==> src/rtl/icache_refill_controller.sv <==
// Instruction-cache miss handler: fetches the four words of an aligned
// 16-byte line from instruction memory and hands the line to the cache.
module icache_refill_controller #(
    parameter int TIMEOUT_CYCLES = 255,
    parameter int LINE_WORDS     = 4
) (
    input  logic         clock,
    input  logic         reset,
    input  logic         miss_request,
    input  logic [31:0]  miss_address,
    output logic         mem_read,
    output logic [31:0]  mem_address,
    input  logic [31:0]  mem_data,
    input  logic         mem_ready,
    output logic [127:0] data_line,
    output logic [31:0]  line_address,
    output logic         line_valid,
    output logic         busy,
    output logic         refill_error
);

    // state   | meaning
    // IDLE    | waiting for a miss; miss_request sampled only here
    // REQ     | reading words 0..3 of the line from instruction memory
    // DELIVER | line_valid strobe cycle, then back to IDLE
    typedef enum logic [1:0] {
        IDLE    = 2'd0,
        REQ     = 2'd1,
        DELIVER = 2'd2
    } state_t;

    localparam logic [1:0] LAST_WORD = 2'(LINE_WORDS - 1);
    localparam int         TW        = (TIMEOUT_CYCLES > 1) ? $clog2(TIMEOUT_CYCLES) : 1;
    localparam logic [TW-1:0] TIMEOUT_LAST = TW'(TIMEOUT_CYCLES - 1);

    state_t         state, state_next;
    logic [1:0]     word_count, word_count_next;
    logic [TW-1:0]  timeout_count, timeout_next;
    logic [27:0]    base, base_next;
    logic [95:0]    buffer, buffer_next;
    logic [127:0]   data_line_next;
    logic [31:0]    line_address_next;
    logic [31:0]    mem_address_next;
    logic           mem_read_next;
    logic           line_valid_next;
    logic           busy_next;
    logic           refill_error_next;

    // The miss offset never matters: every fetch starts at word 0.
    logic unused_offset;
    assign unused_offset = ^miss_address[3:0];

    always_comb begin
        state_next        = state;
        word_count_next   = word_count;
        timeout_next      = timeout_count;
        base_next         = base;
        buffer_next       = buffer;
        data_line_next    = data_line;
        line_address_next = line_address;
        mem_address_next  = mem_address;
        line_valid_next   = 1'b0;
        refill_error_next = 1'b0;

        case (state)
            IDLE: begin
                if (miss_request) begin
                    base_next        = miss_address[31:4];
                    word_count_next  = 2'd0;
                    timeout_next     = '0;
                    mem_address_next = {miss_address[31:4], 4'b0000};
                    state_next       = REQ;
                end
            end
            REQ: begin
                if (mem_ready) begin
                    timeout_next    = '0;
                    word_count_next = word_count + 2'd1;
                    if (word_count == LAST_WORD) begin
                        // Partial words live in buffer so a timeout leaves data_line untouched.
                        data_line_next    = {buffer, mem_data};
                        line_address_next = {base, 4'b0000};
                        line_valid_next   = 1'b1;
                        state_next        = DELIVER;
                    end else begin
                        case (word_count)
                            2'd0:    buffer_next[95:64] = mem_data;
                            2'd1:    buffer_next[63:32] = mem_data;
                            default: buffer_next[31:0]  = mem_data;
                        endcase
                        mem_address_next = {base, word_count + 2'd1, 2'b00};
                    end
                end else if ((TIMEOUT_CYCLES != 0) && (timeout_count == TIMEOUT_LAST)) begin
                    refill_error_next = 1'b1;
                    timeout_next      = '0;
                    state_next        = IDLE;
                end else begin
                    timeout_next = timeout_count + 1'b1;
                end
            end
            DELIVER: begin
                state_next = IDLE;
            end
            default: begin
                state_next = IDLE;
            end
        endcase

        mem_read_next = (state_next == REQ);
        busy_next     = (state_next != IDLE);
    end

    always_ff @(posedge clock) begin
        if (reset) begin
            state         <= IDLE;
            word_count    <= 2'd0;
            timeout_count <= '0;
            base          <= '0;
            buffer        <= '0;
            data_line     <= '0;
            line_address  <= '0;
            mem_address   <= '0;
            mem_read      <= 1'b0;
            line_valid    <= 1'b0;
            busy          <= 1'b0;
            refill_error  <= 1'b0;
        end else begin
            state         <= state_next;
            word_count    <= word_count_next;
            timeout_count <= timeout_next;
            base          <= base_next;
            buffer        <= buffer_next;
            data_line     <= data_line_next;
            line_address  <= line_address_next;
            mem_address   <= mem_address_next;
            mem_read      <= mem_read_next;
            line_valid    <= line_valid_next;
            busy          <= busy_next;
            refill_error  <= refill_error_next;
        end
    end

endmodule
==> config.mk <==
export PLATFORM = sky130hd
export DESIGN_NAME = icache_refill_controller
export DESIGN_NICKNAME = d
export VERILOG_FILES = /design/src/rtl/icache_refill_controller.sv
export SDC_FILE = /design/constraint.sdc
export NUM_CORES = 1
export LEC_CHECK = 0
export BUFFER_PORTS_ARGS = -buffer_cell sky130_fd_sc_hd__buf_2
export CAP_MARGIN = 20
export CORE_MARGIN = 3
export CORE_UTILIZATION = 48
export DETAILED_ROUTE_END_ITERATION = 6
export PLACE_DENSITY_LB_ADDON = 0.3
export REMOVE_ABC_BUFFERS = 1
export SETUP_SLACK_MARGIN = 0.4
export SYNTH_ARGS = -nofsm -noshare
export SYNTH_HDL_FRONTEND = slang
export SYNTH_SLANG_ARGS = --single-unit
==> constraint.sdc <==
create_clock -name clock -period 1.7 [get_ports clock]
set_input_delay 0.34 -clock clock [delete_from_list [all_inputs] [get_ports clock]]
set_output_delay 0.34 -clock clock [all_outputs]
set_load 0.005 [all_outputs]
==> key figures <==
Outcome
  • Status: complete, but fails checks
  • Failing checks: negative setup slack

Place
  • Placer congestion estimate: 0.7793
  • Dpl hpwl: 18.99 mm
  • DP Area: 13,500 µm²
  • Pre-CTS setup slack: 0.01806 ns
  • Port-buffer cells: 253
  • Dpl cells: 1,986

Layout
  • Layout net count: 1,964
  • Design area: 21,080 µm²
  • Final Non-Filler Cells: 2,238
  • # fillers: 832
  • Multi-input combinational cell area: 7513 µm²
  • FF/Latch Area: 6766 µm²
  • Area growth syn-to-layout: 80.13%
  • Layout cell share with drive strength beyond 1: 65.54%

Critical path
  • R2R cell count: 8
  • Crit. End Element: flip-flop
  • WS Path Type: reg -> reg
  • R2r startpoint: state[0]
  • Startpoint Class: flip-flop
  • RR Endpoint: data_line[118]
  • Worst-path fanout max: 7
  • Crit path max-delay family: buffers and inverters
  • CP dominant cell by count: buf_12
  • Crit path DAT: 2.44 ns
  • CP bufs+invs: 4
  • CP Data Required Time: 2.12 ns
  • Slowest cell on the critical path: a21oi_2
  • Reg2reg setup slack: -0.32 ns
  • Slowest Stage Delay on Critical Path: 0.47 ns
  • CP Cell Sequence: nor2b_4, buf_6, and3_4, buf_12, buf_12, buf_12, nand2_2, a21oi_2

Pwr
  • Pwr/cell area: 807.9 nW/µm²
  • Leakage dissipation: 0.009153 µW
  • Pint: 12,600 µW
  • Comb pwr share: 9.8%
  • Sequential Power Share: 46.8%
  • Net Sw Power: 4430 µW
  • VDD IR-drop max: 0.7990 mV
  • Clock Power Share: 43.4%
  • Switching share of total power: 26.01%

Min path
  • Worst Min Path Start: miss_address[17]
  • Hold path depth: 3
  • Hold Path Sink: base[13]
  • Min-delay worst type: in -> reg

Drt
  • DRC Markers: 0
  • Via/cell ratio: 6.395
  • Drt wl/cell: 29.07 µm
  • Vias: 14,310
  • Final ANT Viol Nets: 0
  • Drt first pass iters: 6
  • Starting DRT DRC Count: 1,752
  • Drt total wl: 65.06 mm

Yosys
  • Synth Instances: 1,486
  • Ys Warns: 0
  • Post-synth top area share: 55.77%
  • Most common cell in the synthesized netlist: nand2_1
  • Mux cell area share after synthesis: 0%
  • Asr flop ratio synth: 0%
  • Synth top cells by count: 630 x nand2_1, 326 x dfxtp_1, 289 x a21oi_1
  • Post-synth top area cell: dfxtp_1
  • Seq/Total Area, Yosys: 55.77%
  • Yosys reg bits: 326
  • Ys flop type: dfxtp_1
  • Number of enable flip-flop cells after synthesis: 0
  • Count of cell types in the netlist: 33
  • Synth Area in Simple Gates: 23.27%
  • Ranking of synthesized cells by area: dfxtp_1 56%, nand2_1 20%, a21oi_1 12%
  • Synth Cell Area: 11,700 µm²
  • Main combinational cell family by area after synthesis: simple AND/OR/NAND/NOR gates
  • Adder-Cell Fraction of Synth Area: 0.6415%
  • Synth Area in Compound Gates: 15.52%
  • Xor and xnor area share after synthesis: 0%
  • Mapped Avg Cell Area: 7.875 µm²

Clocking
  • Clk_lat worst skew: 0.60 ns
  • Max Root-Sink Buffers: 3
  • CTS buffer count: 31
  • Clock slew at reported path FFs: 0.07 ns
  • Root buf cell: clkbuf_16
  • CTS tree: built
  • Clock Sinks: 326
  • H-tree depth: 1
  • CTS hold repair buffers: 0

Global route
  • GRT Total Usage: 37.27%
  • Initial antenna violation count: 10
  • Remaining Overflow, GRT: 0
  • First-pass GRT wire length: 76.50 mm
  • Pin count of the biggest net entering global routing: 61
  • Vias in the first global route: 13,540

STA
  • Final count of pins violating max slew: 0
  • Slew @ Worst Pin: 0.6108 ns
  • Final Skew: 0.03895 ns
  • Setup TNS: -2.824 ns
  • Fin crit share: 118.5%
  • Min Tclk post-route: 2.015 ns
  • Worst setup margin: -0.3152 ns
  • Final hold violations: 0
  • Worst slew margin: 59.28%
  • # setup viols final: 30
  • Fmax: 0.4962 GHz
  • RSZ-0062 raised after global routing: true

Floorplan
  • Ports: 264
  • Die width: 162.1 µm
  • Cell Rows: 56
  • Die H: 162.1 µm
  • Die area: 26,290 µm²
  • Core ar.: 23,680 µm²
  • Starting Density: 49.41%

Job
  • Max Cap Viol: 0
repair_timing:
item	CTS	global route
gates resized for setup	715	413
setup endpoints to repair	513	515
setup buffers	125	8
pin swaps	257	235
gates cloned	51	6
metal layers:
layer	up-vias	track usage, %	share of wire, %
li1	5686	-	-
met1	6643	40.67	31
met2	1370	63.49	44
met3	602	10.61	14
met4	10	24.08	11
met5	-	0	0.18
registers in the layout, summed over array words and instances, names as in the netlist:
signal         count
line_valid         1
timeout_count      8
mem_read           1
refill_error       1
line_address      28
data_line        128
mem_address       30
word_count         2
base              28
buffer            96
state              2
busy               1
how the worst max path moves through the flow:
| stage | from | endpoint | slack [ns] | cells past startpoint |
|---|---|---|---|---|
| 6_report | state[0] | data_line[118] | -0.32 | 8 |
| 5_1_grt | state[0] | data_line[71] | -0.39 | 9 |
| 4_1_cts | word_count[0] | mem_address[10] | 0.05 | 6 |
| 3_5_place_dp | mem_ready | timeout_count[4] | 0.02 | 6 |
| 3_3_place_gp | mem_ready | timeout_count[4] | 0.05 | 6 |
| 2_1_floorplan | state[0] | busy | -3.89 | 3 |
layout make-up:
cell class	count	share of cell area [%]
inverter	3	0.06529
clock buffer	44	4.244
timing repair buffer	486	25.28
antenna	4	0.04748
clock inverter	14	0.7301
tap	319	1.893
sequential	326	32.10
multi-input combinational	1042	35.64
cells in the final DEF, fill, tap and decap left out, types with 16 or more instances in the layout:
master,netlist,layout
nand2_1,630,349
nand2_4,0,215
buf_2,47,198
a21oi_2,0,190
dfxtp_2,0,180
dfxtp_1,326,142
a21oi_1,289,92
buf_4,8,89
buf_6,1,79
nand2_2,0,63
buf_16,0,53
buf_12,0,51
clkbuf_16,0,37
nor2_1,39,24
a311oi_2,7,16
power by group through the flow:
stage / Sequential, µW / Clock [µW] / Combinational [µW]
global placement: 8050 / 0 / 946
floorplan: 8060 / 0 / 373
global route: 7970 / 7580 / 1740
CTS: 7920 / 7140 / 1320
finish: 7960 / 7390 / 1680
detailed placement: 8060 / 0 / 963
worst reg2reg max path, stage by stage, from the launching register on:
cell     delay (ns)
dfxtp_4        0.37
nor2b_4        0.17
buf_6          0.10
and3_4         0.24
buf_12         0.15
buf_12         0.12
buf_12         0.15
nand2_2        0.10
a21oi_2        0.47
logic make-up after synthesis:
group                    Yosys count
AO/OA/AOI/OAI                    327
adder cells (fa/ha/maj)            6
buffers and inverters            123
flip-flops                       326
other                              1
AND/OR/NAND/NOR                  703
per-stage QoR:
stage	util, %	total power [µW]	hold WS (ns)
3_5_place_dp	57.02	9023	0.4422
5_1_grt	88.97	17290	0.02311
6_report	89.01	17030	0.01454
3_3_place_gp	57.02	9001	0.4359
4_1_cts	81.18	16380	0.003149
2_1_floorplan	-	8432	0.4079
(Power assumes the default switching activity.)
